<file path="src/rtl/cpu_step_controller.sv">
// CPU clock-enable sequencer: manual step, free-run, run-N cycles and run-to-breakpoint.
// cpuClkEn registered: step edge pulses next cycle, run edge pulses div+2 cycles later; no backpressure.
module cpu_step_controller #(
  parameter int PC_WIDTH    = 32,
  parameter int COUNT_WIDTH = 16,
  parameter int DIV_WIDTH   = 8
) (
  input  logic                   clk,
  input  logic                   rst,
  input  logic [1:0]             mode,
  input  logic                   stepBtn,
  input  logic                   runBtn,
  input  logic                   haltBtn,
  input  logic                   clearCount,
  input  logic [DIV_WIDTH-1:0]   div,
  input  logic [COUNT_WIDTH-1:0] stepCount,
  input  logic [PC_WIDTH-1:0]    breakpointPc,
  input  logic [PC_WIDTH-1:0]    pc,
  output logic                   cpuClkEn,
  output logic                   running,
  output logic                   hitBreakpoint,
  output logic [COUNT_WIDTH-1:0] cycleCount
);

  typedef enum logic [1:0] {IDLE = 2'd0, RUN = 2'd1, BREAK = 2'd2} state_t;

  localparam logic [1:0] MODE_MANUAL = 2'd0;
  localparam logic [1:0] MODE_RUNN   = 2'd2;
  localparam logic [1:0] MODE_BREAK  = 2'd3;

  state_t                 state, stateNext;
  logic [1:0]             runMode, runModeNext;
  logic [DIV_WIDTH-1:0]   prescaler, prescalerNext;
  logic [COUNT_WIDTH-1:0] remaining, remainingNext;
  logic                   firstTick, firstTickNext;
  logic                   pulseNext;

  // Detectors remember "was low"; clearing them on reset means a held button is not an edge.
  logic stepWasLow, runWasLow, haltWasLow;
  logic stepEdge, runEdge, haltEdge, runOk, tick;

  assign stepEdge = stepBtn & stepWasLow;
  assign runEdge  = runBtn  & runWasLow;
  assign haltEdge = haltBtn & haltWasLow;
  assign runOk    = runEdge && (mode != MODE_MANUAL) &&
                    !((mode == MODE_RUNN) && (stepCount == '0));
  // >= keeps the prescaler from running away if div is lowered mid-run.
  assign tick     = (prescaler >= div);

  always_comb begin
    stateNext     = state;
    runModeNext   = runMode;
    prescalerNext = prescaler;
    remainingNext = remaining;
    firstTickNext = firstTick;
    pulseNext     = 1'b0;
    case (state)
      RUN: begin
        if (haltEdge) begin
          stateNext = IDLE;
        end else if (tick) begin
          prescalerNext = '0;
          firstTickNext = 1'b0;
          pulseNext     = 1'b1;
          if (runMode == MODE_RUNN) begin
            remainingNext = remaining - COUNT_WIDTH'(1);
            if (remaining == COUNT_WIDTH'(1)) stateNext = IDLE;
          end else if ((runMode == MODE_BREAK) && !firstTick && (pc == breakpointPc)) begin
            pulseNext = 1'b0;
            stateNext = BREAK;
          end
        end else begin
          prescalerNext = prescaler + DIV_WIDTH'(1);
        end
      end
      default: begin
        if (runOk) begin
          stateNext     = RUN;
          runModeNext   = mode;
          remainingNext = stepCount;
          prescalerNext = '0;
          firstTickNext = 1'b1;
        end else if (stepEdge) begin
          pulseNext = 1'b1;
          stateNext = IDLE;
        end
      end
    endcase
  end

  always_ff @(posedge clk or negedge rst) begin
    if (!rst) begin
      state      <= IDLE;
      runMode    <= '0;
      prescaler  <= '0;
      remaining  <= '0;
      firstTick  <= 1'b0;
      stepWasLow <= 1'b0;
      runWasLow  <= 1'b0;
      haltWasLow <= 1'b0;
      cpuClkEn   <= 1'b0;
      cycleCount <= '0;
    end else begin
      state      <= stateNext;
      runMode    <= runModeNext;
      prescaler  <= prescalerNext;
      remaining  <= remainingNext;
      firstTick  <= firstTickNext;
      stepWasLow <= ~stepBtn;
      runWasLow  <= ~runBtn;
      haltWasLow <= ~haltBtn;
      cpuClkEn   <= pulseNext;
      if (clearCount) begin
        cycleCount <= '0;
      end else if (pulseNext) begin
        cycleCount <= cycleCount + COUNT_WIDTH'(1);
      end
    end
  end

  assign running       = (state == RUN);
  assign hitBreakpoint = (state == BREAK);

endmodule

</file>
<file path="config.mk">
export PLATFORM = sky130hd
export DESIGN_NAME = cpu_step_controller
export DESIGN_NICKNAME = d
export VERILOG_FILES = /design/src/rtl/cpu_step_controller.sv
export SDC_FILE = /design/constraint.sdc
export NUM_CORES = 1
export LEC_CHECK = 0
export BUFFER_PORTS_ARGS = -buffer_cell sky130_fd_sc_hd__buf_2
export CAP_MARGIN = 30
export CORE_MARGIN = 2
export CORE_UTILIZATION = 35
export DETAILED_ROUTE_END_ITERATION = 7
export RECOVER_POWER = 25
export SLEW_MARGIN = 20
export SYNTH_ARGS = -nofsm -noshare
export SYNTH_HDL_FRONTEND = slang
export SYNTH_SLANG_ARGS = --single-unit
</file>
<file path="constraint.sdc">
create_clock -name clk -period 3 [get_ports clk]
set_input_delay 0.75 -clock clk [delete_from_list [all_inputs] [get_ports clk]]
set_output_delay 0.75 -clock clk [all_outputs]
set_load 0.05 [all_outputs]
</file>
After elaboration in Yosys (flattened, before gate mapping)
Cells that the tools add are included.
Widths: inputs -> output; s select.

storage, ports and cells
  flip-flop bits (word level) = 49
  input port bits = 96
  output and inout bits = 19
  word-level logic and storage cells = 81

cells by class
  add/sub/neg operators = 3
  $lt $le $gt $ge = 1
  equality and inequality tests = 13
  multiplexer cells = 30
  bitwise logic cells = 7
  reduce and logical (&&, ||, !) cells = 17

operators by type and width
  kind                   count
  $mux 16                7
  $eq 32x32->1           1
  $mux 8                 4
  $add 16x1->16 const B  1
  $eq 16x1->1 const B    1
  $logic_not 16->1       1
  $mux 2                 8
  $sub 16x1->16 const B  1
  $mux 1                 11
  $add 8x1->8 const B    1
  $eq 2x2->1 const B     4
  $ge 8x8->1             1
  $reduce_and 4->1       2
  $reduce_bool 2->1      3
  $logic_and 1x1->1      5
  $ne 2x1->1 const B     2
  $ne 4x1->1 const B     1
  $ne 4x3->1 const B     1
  $not 1->1              4
  $reduce_and 2->1       2
  $and 1x1->1            3
  $ne 3x1->1 const B     1
  $reduce_and 3->1       1
  $reduce_bool 3->1      1
  3 further kinds        4

Logic depth before layout (Yosys ltp)
Gate-level depths: netlist of the first run.

  depth in word-level cells = 10
  mapped depth = 11
  gate-level depth less buffers = 10

Least setup slack after synthesis of the first run
Ideal clock, no wire load.

  path type = input to register
  from = input div[7]
  to = register cycleCount[2]
  library setup time = 0.120 ns
  arrival time = 2.434 ns
  required time = 2.880 ns
  path slack = 0.447 ns
  stages = 10
  buffers on the path = 1
  path through = inv_1 ha_1 and2_4 a221oi_2 o21ai_0 a32o_2 nor2_4 inv_4 buf_8 a31o_1

between the ends
  longest elaborated chain between the ends = 5

ends and longest elaborated chain
  item                                RTL line  RTL
  start: declaration                  15        input logic [DIV_WIDTH-1:0] div,
  $ge 8x8->1                          48        assign tick = (prescaler >= div);
  $mux 1                              61        end else if (tick) begin
  $mux 1                              59        if (haltEdge) begin
  $mux 1                              57        case (state)
  net pulseNext                       36        logic pulseNext;
  $reduce_bool 2->1 (no source line)  --
  end signal: assignment              116       cycleCount <= cycleCount + COUNT_WIDTH'(1);
  end: declaration                    22        output logic [COUNT_WIDTH-1:0] cycleCount

The timed path passes the listed nets, and every way through them passes these cells.
A chain may end at the register's enable or synchronous reset.

Final worst setup path of the first run
  from = input div[7]
  to = register remaining[9]

between the ends
  longest elaborated chain between the ends = 3

ends and longest elaborated chain
  item                               RTL line  RTL
  $ge 8x8->1                         48
  $ne 2x1->1 (no source line)        --
  $reduce_and 4->1 (no source line)  --
  end signal: assignment             107       remaining <= remainingNext;
  end: declaration                   34        logic [COUNT_WIDTH-1:0] remaining, remainingNext;

No other way between the ends.

==> impl_metrics.py, run 1 <==
metrics = {
    "run_status": {
        "status": "completed",
    },
    "synthesis": {
        "synth-xor-area-share_pct": 11.7,
        "synth_ff_type": "dfrtp_1",
        "synth_common_cells": "dfrtp_1, nor2_1, xnor2_1, a21oi_1, nand2_1",
        "synth-seq-cells": 49,
        "synth.distinct_cells": 61,
        "syn_nets": 485,
        "synth-edff-count": 0,
        "yosysSeqAreaShare_pct": 36.4,
        "muxShareOfSynthArea_pct": 0.297,
        "synth-simple-area-share_pct": 23.2,
        "synth-compound-area-share_pct": 19.4,
        "syn_area_per_cell_um2": 8.94,
        "synth_area_leader_cell": "dfrtp_1",
        "synthesis.area_um2": 3370,
        "yosys_warnings": 0,
        "synth_top_area_share_pct": 36.4,
        "synthMostInstantiatedCell": "dfrtp_1",
        "async_flop_share_pct": 100,
        "synthAdderAreaFrac_pct": 4.45,
        "syn_inst": 377,
        "synthTopCellsByArea": "dfrtp_1, xnor2_1, ha_1, xor2_1, a21oi_1",
        "synth_top_family_by_area": "simple AND/OR/NAND/NOR gates",
    },
    "sta": {
        "slew_violations": 0,
        "finalSetupTns_ns": 0,
        "fmaxAchievable_ghz": 0.370,
        "clock_skew_ns": 0.0124,
        "rsz0062_at_grt": "no",
        "hold_viol": 0,
        "relSlewSlack_pct": 35.8,
        "finalCritPeriodShare_pct": 90.0,
        "finalSetupViolations": 0,
        "timing.final.ws_setup_ns": 0.300,
        "tightest_slew_ns": 0.963,
        "finalCriticalPeriod_ns": 2.70,
    },
    "power_and_ir_drop": {
        "p_leak_nw": 1.93,
        "ir_drop_v": 0.000297,
        "p_per_area_nw_per_um2": 519,
    },
    "layout": {
        "filler_cell_count": 963,
        "final_util_pct": 45.3,
        "final_area_um2": 4200,
        "antenna_cells": 0,
        "final_layout_size_suffix_gt1_share_pct": 28.7,
        "synthToLayoutAreaGrowth_pct": 24.7,
        "nNetsFinal": 602,
        "fin_cells": 624,
    },
    "worst_setup_path": {
        "critical_path.max_fanout": 12,
        "worstSetupStartpointType": "input port",
        "cpLargestDelayFamily": "compound AO/OA/AOI/OAI gates",
        "worstPathArrival_ns": 2.90,
        "crit_required_ns": 3.20,
        "critPathBufInv": 2,
        "endpoint_kind": "register",
        "crit_top_cell": "o21ai_0",
        "path_class": "in -> reg",
        "cp_cell_sequence": "buf_2 -> inv_1 -> ha_1 -> and2_4 -> o2111ai_1 -> o21ai_0 -> and2_1 -> o21a_1 -> o21ai_0 -> a22o_1",
        "slowest_stage": "o21ai_0",
        "max_stage_delay_ns": 0.43,
    },
    "global_routing": {
        "antenna_found_initial": 0,
        "grt_max_degree": 24,
        "grt_pass1_wl_mm": 15.6,
        "grtUsageTotal_pct": 18.5,
        "grt_pass1_vias": 3332,
        "gr-total-overflow": 0,
    },
    "drt": {
        "ant_nets": 0,
        "drt_pre_antenna_iters": 4,
        "wire_per_inst_um": 14.6,
        "routed_wl_mm": 9.09,
        "drt_iter0_drc": 147,
        "drc": 0,
        "num_vias": 3242,
        "vias_per_cell": 5.20,
    },
    "clocking": {
        "ctsHoldBuffers": 0,
        "clock_latency_ns": 0.30,
        "cts_tree": "yes",
        "cts.sinks": 49,
        "cts_buffer_depth": 2,
        "h-tree-depth": 2,
        "cts-resized-gates": 0,
        "post_cts_buffers": 0,
        "cts_buffers": 5,
        "clk_pin_slew_ns": 0.10,
        "root_buffer": "clkbuf_8",
    },
    "die": {
        "rows": 35,
        "die_w_um": 102,
        "chipHeight_um": 102,
        "die_area_um2": 10400,
        "io_pins": 115,
        "start_util_pct": 36.3,
        "core_um2": 9280,
    },
    "placement": {
        "gp_congestion": 0.850,
        "dp_slack_ns": -0.0351,
        "hpwl_mm": 7.16,
        "place_area_um2": 4090,
        "port-buffer-count": 114,
        "place_inst": 616,
    },
    "job": {
        "maxCapViolations": 0,
    },
    "worst_hold_path": {
        "hold_path.class": "reg -> reg",
    },
}
## worst reg2reg max path: stages, from the launching register on
cell and delay, ns:
dfrtp_1 0.40, ha_1 0.32, and2_4 0.16, o2111ai_1 0.14
o21ai_0 0.43, and2_1 0.22, o21a_1 0.39, o21ai_0 0.16
a22o_1 0.25
## cell usage in the layout (no fill, tap or decap), types with 12 or more instances in the layout
cell type	instances
o21ai_0	19
nand4_1	14
nand2_1	24
dfrtp_1	49
a21oi_1	25
ha_1	12
xnor2_1	29
buf_2	110
xor2_1	16
nor2_1	32
nand3_1	14
inv_1	16
## flip-flops by register name (all words and copies together), names as in the netlist, 2 cells and up
name / cells
cycleCount: 16
remaining: 16
runMode: 2
state: 2
prescaler: 8
## cell families after synthesis
kind of cell	after synthesis
buffers and inverters	31
muxes	1
AOI/OAI and AO/OA	95
xor gates and xnor gates	45
adders and majority gates	12
DFF	49
and+or+nand+nor	144
## stage by stage
step                      power, W  hold WS, ns
after floorplan            0.00144        0.454
after global placement     0.00167        0.480
after detailed placement   0.00169        0.484
after CTS                  0.00219        0.363
after global routing       0.00235        0.521
final                      0.00218        0.507
## final timing paths
kind,startpoint,to,slack [ns],cells after the start
hold reg to reg,remaining[3]$_DFFE_PN0P_,remaining[3]$_DFFE_PN0P_,0.51,1
hold / removal,remaining[3]$_DFFE_PN0P_,remaining[3]$_DFFE_PN0P_,0.51,1
max in group asynchronous,rst,runWasLow$_DFF_PN0_,1.06,2
setup reg to reg,prescaler[7]$_DFFE_PN0P_,remaining[9]$_DFFE_PN0P_,0.44,8
min in group asynchronous,rst,cycleCount[14]$_DFFE_PN0P_,0.57,1
setup / recovery,div[7],remaining[9]$_DFFE_PN0P_,0.30,10
## layer usage
| metal | global-route usage, % | wire length (um) | vias up |
|---|---|---|---|
| li1 | - | - | 1607 |
| met4 | 4.72 | 117 | 0 |
| met5 | 0 | 0 | - |
| met2 | 30.2 | 4440 | 74 |
| met3 | 3.28 | 406 | 12 |
| met1 | 25.5 | 4130 | 1549 |
## power by group
part / internal [W] / switching, W
clock: 0.000271 / 0.000234
sequential: 0.000806 / 0.000170
combinational: 0.000301 / 0.000402
## cell type report
| type | count | area [um2] | area share (%) |
|---|---|---|---|
| clock inverters | 2 | 37.5 | 0.893 |
| multi-input cells | 297 | 1990 | 47.4 |
| well taps | 129 | 161 | 3.84 |
| repair buffers | 123 | 629 | 15.0 |
| inverters | 18 | 75.1 | 1.79 |
| flip-flops and latches | 49 | 1230 | 29.2 |
| clock buffers | 6 | 82.6 | 1.96 |
Note: power is estimated with default switching activity, not from simulation.
==> inputs of run 2 (changes only) <==
CORE_UTILIZATION = 30   (was 35)
==> run 2 against run 1 <==
The run now ends with max-capacitance violations, max-slew violations left. Wire length grew 1.7%. Die area is 16% higher. Clock skew down 0.0038 ns. Worst hold slack better by 0.0017 ns. Critical path depth grew 1. Via count rose by 1.1%. Highest routed layer unchanged.
==> impl_metrics.py, run 2 (synthesis results as in run 1) <==
metrics = {
    "clocking": {
        "cts.sinks": 49,
        "post_cts_buffers": 0,
        "cts_tree": "yes",
        "cts_buffer_depth": 2,
        "root_buffer": "clkbuf_8",
        "cts_buffers": 5,
        "clock_latency_ns": 0.30,
        "h-tree-depth": 2,
        "ctsHoldBuffers": 0,
        "clk_pin_slew_ns": 0.09,
        "cts-resized-gates": 0,
    },
    "drt": {
        "routed_wl_mm": 9.25,
        "ant_nets": 0,
        "num_vias": 3277,
        "vias_per_cell": 5.17,
        "drt_iter0_drc": 149,
        "drc": 0,
        "drt_pre_antenna_iters": 4,
        "wire_per_inst_um": 14.6,
    },
    "power_and_ir_drop": {
        "p_leak_nw": 1.92,
        "ir_drop_v": 0.000264,
        "total_power_w": 0.00215,
        "p_per_area_nw_per_um2": 513,
    },
    "global_routing": {
        "grt_max_degree": 27,
        "antenna_found_initial": 0,
        "grtUsageTotal_pct": 16.1,
        "grt_pass1_wl_mm": 15.5,
        "grt_pass1_vias": 3342,
        "gr-total-overflow": 0,
    },
    "die": {
        "core_um2": 10900,
        "die_area_um2": 12100,
        "chipHeight_um": 110,
        "start_util_pct": 31.0,
        "io_pins": 115,
        "die_w_um": 110,
        "rows": 38,
    },
    "worst_hold_path": {
        "hold_path.class": "reg -> reg",
    },
    "worst_setup_path": {
        "crit_required_ns": 3.19,
        "critical_path.max_fanout": 18,
        "worstSetupStartpointType": "input port",
        "endpoint_kind": "register",
        "worstPathArrival_ns": 2.77,
        "path_class": "in -> reg",
    },
    "placement": {
        "gp_congestion": 0.865,
        "dp_slack_ns": 0.108,
        "place_inst": 626,
        "port-buffer-count": 114,
        "place_area_um2": 4100,
        "hpwl_mm": 7.27,
    },
    "sta": {
        "relSlewSlack_pct": -0.398,
        "clock_skew_ns": 0.00867,
        "tightest_slew_ns": 1.51,
        "finalSetupTns_ns": 0,
        "rsz0062_at_grt": "no",
        "slew_violations": 26,
        "timing.final.ws_setup_ns": 0.426,
        "hold_viol": 0,
        "finalCritPeriodShare_pct": 85.8,
        "finalSetupViolations": 0,
        "finalCriticalPeriod_ns": 2.57,
        "fmaxAchievable_ghz": 0.388,
    },
    "layout": {
        "nNetsFinal": 601,
        "fin_cells": 634,
        "synthToLayoutAreaGrowth_pct": 24.5,
        "largestRegisters": "cycleCount: 16 flops, remaining: 16 flops, prescaler: 8 flops",
        "final_area_um2": 4200,
        "final_cell_mix": "buf_2, dfrtp_1, nor2_1, xnor2_1, a21oi_1",
        "layout_commonest_cell": "buf_2",
        "final_layout_size_suffix_gt1_share_pct": 28.4,
    },
    "run_status": {
        "failed_checks": "max-capacitance violations, max-slew violations",
        "status": "finished, violations left",
    },
    "job": {
        "maxCapViolations": 1,
    },
}
[run 2: routing by layer]
layer,wire length [um],track usage (%),vias to the layer above
met5,0,0,-
met1,4020,20.0,1581
li1,-,-,1595
met2,4630,27.4,86
met3,439,3.47,15
met4,160,5.52,0
[run 2: path summary, 6_finish.rpt]
kind	endpoint	cells after the start	start	slack, ns
setup / recovery	cycleCount[6]$_DFFE_PN0P_	11	div[7]	0.43
hold / removal	remaining[3]$_DFFE_PN0P_	1	remaining[3]$_DFFE_PN0P_	0.51
setup reg to reg	cycleCount[6]$_DFFE_PN0P_	9	prescaler[7]$_DFFE_PN0P_	0.56
hold reg to reg	remaining[3]$_DFFE_PN0P_	1	remaining[3]$_DFFE_PN0P_	0.51
max in group asynchronous	remaining[6]$_DFFE_PN0P_	2	rst	0.95
min in group asynchronous	runMode[0]$_DFFE_PN0P_	1	rst	0.80
[run 2: layout make-up]
cell class	instances	area, um2
fill	1119	6690
multi-input combinational	297	1990
sequential	49	1230
timing repair buffer	122	622
tap	140	175
inverter	18	75.1
clock buffer	5	68.8
clock inverter	2	35.0
antenna	1	2.50
[run 2: power breakdown]
part           total, W  switching (W)  internal [W]
Sequential     0.000979       0.000174      0.000806
Combinational  0.000704       0.000403      0.000301
Clock          0.000470       0.000227      0.000243
[run 2: critical path: stages]
cell	delay, ns
buf_2	0.08
inv_1	0.03
ha_1	0.30
and2_4	0.16
o2111ai_1	0.13
o21ai_0	0.39
a32o_2	0.38
nor2_4	0.06
inv_4	0.18
a21oi_1	0.09
a31o_2	0.22
[run 2: per-stage QoR]
step	util (%)	hold slack, ns
final	38.5	0.508
after CTS	38.6	0.468
after detailed placement	37.6	0.490
after global routing	38.5	0.540
after floorplan	-	0.454
after global placement	37.6	0.481
==> inputs of run 3 (changes only) <==
ABC_AREA = 1   (was unset)
==> run 3 against run 2 <==
The run now ends clean. Clock skew shrank 0.0011 ns. Final cell count increased by 29%. Wire length is 3.2% higher. Clock-buffer cell count unchanged. Critical endpoint is now remaining[2]$_DFFE_PN0P_. Largest power group is now combinational cells.
==> impl_metrics.py, run 3 <==
metrics = {
    "clocking": {
        "cts.sinks": 49,
        "cts-resized-gates": 0,
        "clock_latency_ns": 0.30,
        "post_cts_buffers": 0,
        "cts_buffer_depth": 2,
        "clk_pin_slew_ns": 0.07,
        "cts_buffers": 5,
        "root_buffer": "clkbuf_16",
        "ctsHoldBuffers": 0,
        "h-tree-depth": 2,
        "cts_tree": "yes",
    },
    "global_routing": {
        "grt_max_degree": 50,
        "grt_pass1_wl_mm": 15.5,
        "grtUsageTotal_pct": 14.4,
        "grt_pass1_vias": 3520,
        "gr-total-overflow": 0,
        "antenna_found_initial": 0,
    },
    "layout": {
        "layout_commonest_cell": "nand2_1",
        "largestRegisters": "cycleCount: 16 flops, remaining: 16 flops, prescaler: 8 flops",
        "filler_cell_count": 1270,
        "final_area_um2": 4670,
        "final_layout_size_suffix_gt1_share_pct": 22.3,
        "antenna_cells": 0,
        "synthToLayoutAreaGrowth_pct": 24.5,
        "final_cell_mix": "nand2_1, buf_2, nor2_1, inv_1, dfrtp_1",
        "nNetsFinal": 756,
        "final_util_pct": 38.5,
    },
    "sta": {
        "slew_violations": 0,
        "hold_viol": 0,
        "fmaxAchievable_ghz": 0.429,
        "clock_skew_ns": 0.00760,
        "finalCritPeriodShare_pct": 77.6,
        "finalSetupTns_ns": 0,
        "finalSetupViolations": 0,
        "tightest_slew_ns": 1.24,
        "relSlewSlack_pct": 17.2,
        "rsz0062_at_grt": "no",
        "finalCriticalPeriod_ns": 2.33,
    },
    "worst_setup_path": {
        "worstPathArrival_ns": 2.51,
        "crit_required_ns": 3.18,
        "worstSetupStartpointType": "input port",
        "endpoint_kind": "register",
        "critical_path.max_fanout": 14,
        "max_stage_delay_ns": 0.30,
        "cpLargestDelayFamily": "simple AND/OR/NAND/NOR gates",
        "path_class": "in -> reg",
        "slowest_stage": "ha_1",
        "critPathBufInv": 4,
        "cp_cell_sequence": "buf_2 -> inv_1 -> ha_1 -> a21oi_1 -> nor2_1 -> nor3b_2 -> nand2_1 -> nor2_4 -> inv_2 -> nand3_2 -> inv_2 -> nand2_1 -> nand2_1",
        "crit_top_cell": "nand2_1",
    },
    "die": {
        "die_area_um2": 13400,
        "start_util_pct": 30.9,
        "core_um2": 12100,
        "rows": 40,
        "chipHeight_um": 116,
        "die_w_um": 116,
        "io_pins": 115,
    },
    "power_and_ir_drop": {
        "internal_power_w": 0.00173,
        "p_per_area_nw_per_um2": 640,
        "swShare_pct": 42.1,
        "seqPwrFrac_pct": 32.7,
        "clkPwrFrac_pct": 24.5,
        "ir_drop_v": 0.000340,
        "p_comb_share_pct": 42.9,
        "p_leak_nw": 2.57,
        "power.switching_w": 0.00126,
    },
    "synthesis": {
        "yosys_warnings": 0,
        "yosysSeqAreaShare_pct": 32.7,
        "synthMostInstantiatedCell": "nand2_1",
        "synth_top_area_share_pct": 32.7,
        "synth-seq-cells": 49,
        "synth_ff_type": "dfrtp_1",
        "synthesis.area_um2": 3750,
        "synthTopCellsByArea": "dfrtp_1, nand2_1, nor2_1, inv_1, xor2_1",
        "synth-edff-count": 0,
        "synth_area_leader_cell": "dfrtp_1",
        "syn_area_per_cell_um2": 6.94,
        "synth_common_cells": "nand2_1, nor2_1, inv_1, dfrtp_1, nand3_1",
        "synth.distinct_cells": 37,
        "syn_inst": 540,
        "syn_nets": 648,
        "async_flop_share_pct": 100,
    },
    "job": {
        "maxCapViolations": 0,
    },
    "placement": {
        "port-buffer-count": 114,
        "place_area_um2": 4450,
        "gp_congestion": 0.861,
        "hpwl_mm": 7.25,
    },
    "drt": {
        "drc": 0,
        "drt_iter0_drc": 184,
        "vias_per_cell": 4.61,
        "drt_pre_antenna_iters": 4,
        "num_vias": 3767,
        "wire_per_inst_um": 11.7,
        "ant_nets": 0,
        "routed_wl_mm": 9.55,
    },
    "worst_hold_path": {
        "hold_path.class": "reg -> reg",
    },
    "run_status": {
        "status": "completed",
    },
}
[run 3: cell types whose count changed after synthesis, moves of 9 or more]
cell and delta:
a21oi_1 -10, inv_1 +49, nand2_1 +120, nand3_1 +21
nand4_1 +13, nor2_1 +39, nor4_1 -9
[run 3: area by class of cell]
cell class | instances | area, um2 | share of cell area, %
clock inverter | 3 | 65.1 | 1.39
timing repair buffer | 117 | 609 | 13.1
sequential | 49 | 1230 | 26.3
multi-input combinational | 407 | 2170 | 46.5
tap | 168 | 210 | 4.51
inverter | 68 | 260 | 5.58
clock buffer | 5 | 125 | 2.68
[run 3: worst register-to-register path: stages, from the launching register on]
cell     delay (ns)
dfrtp_1        0.43
ha_1           0.31
a21oi_1        0.15
nor2_1         0.06
nor3b_2        0.19
nand2_1        0.14
nor2_4         0.19
inv_2          0.07
nand3_2        0.24
inv_2          0.19
nand2_1        0.10
nand2_1        0.05
[run 3: logic make-up after synthesis]
family	Yosys count	synth area share, %
buffers and inverters	84	9.38
adders and majority gates	12	4.01
DFF	49	32.7
muxes	1	0.300
xor gates and xnor gates	45	10.5
AOI/OAI and AO/OA	49	6.94
and+or+nand+nor	300	36.1
[run 3: power by group through the flow]
stage	Sequential, W	Combinational, W	Clock [W]
6_report	0.000975	0.00128	0.000731
5_1_grt	0.000998	0.00147	0.000776
4_1_cts	0.000973	0.00129	0.000755
3_5_place_dp	0.000984	0.00128	0
3_3_place_gp	0.000981	0.00126	0
2_1_floorplan	0.000962	0.000982	0
[run 3: per-stage QoR]
step	hold WS, ns	power, W	setup WS [ns]	cells
4_1_cts	0.484	0.00301	0.669	816
6_report	0.481	0.00299	0.671	817
3_3_place_gp	0.459	0.00224	0.439	808
3_5_place_dp	0.466	0.00226	0.363	808
2_1_floorplan	0.442	0.00194	0.818	540
5_1_grt	0.524	0.00325	0.412	817
[run 3: final timing paths]
check / cells past startpoint / from / to / slack [ns]
setup / recovery: 13 / div[5] / remaining[2]$_DFFE_PN0P_ / 0.67
hold / removal: 2 / state[1]$_DFFE_PN0P_ / state[1]$_DFFE_PN0P_ / 0.48
setup reg to reg: 11 / prescaler[5]$_DFFE_PN0P_ / remaining[2]$_DFFE_PN0P_ / 0.80
hold reg to reg: 2 / state[1]$_DFFE_PN0P_ / state[1]$_DFFE_PN0P_ / 0.48
max in group asynchronous: 2 / rst / runMode[1]$_DFFE_PN0P_ / 1.45
min in group asynchronous: 2 / rst / cycleCount[15]$_DFFE_PN0P_ / 0.80
[run 3: metal layers]
layer / track usage (%) / share of wire (%) / routed length [um] / up-vias
met5: 0 / 0 / 0 / -
met1: 18.0 / 46 / 4380 / 1686
met2: 25.6 / 46 / 4400 / 125
met4: 4.44 / 1.0 / 97 / 0
met3: 2.20 / 7.0 / 666 / 7
li1: - / - / - / 1949
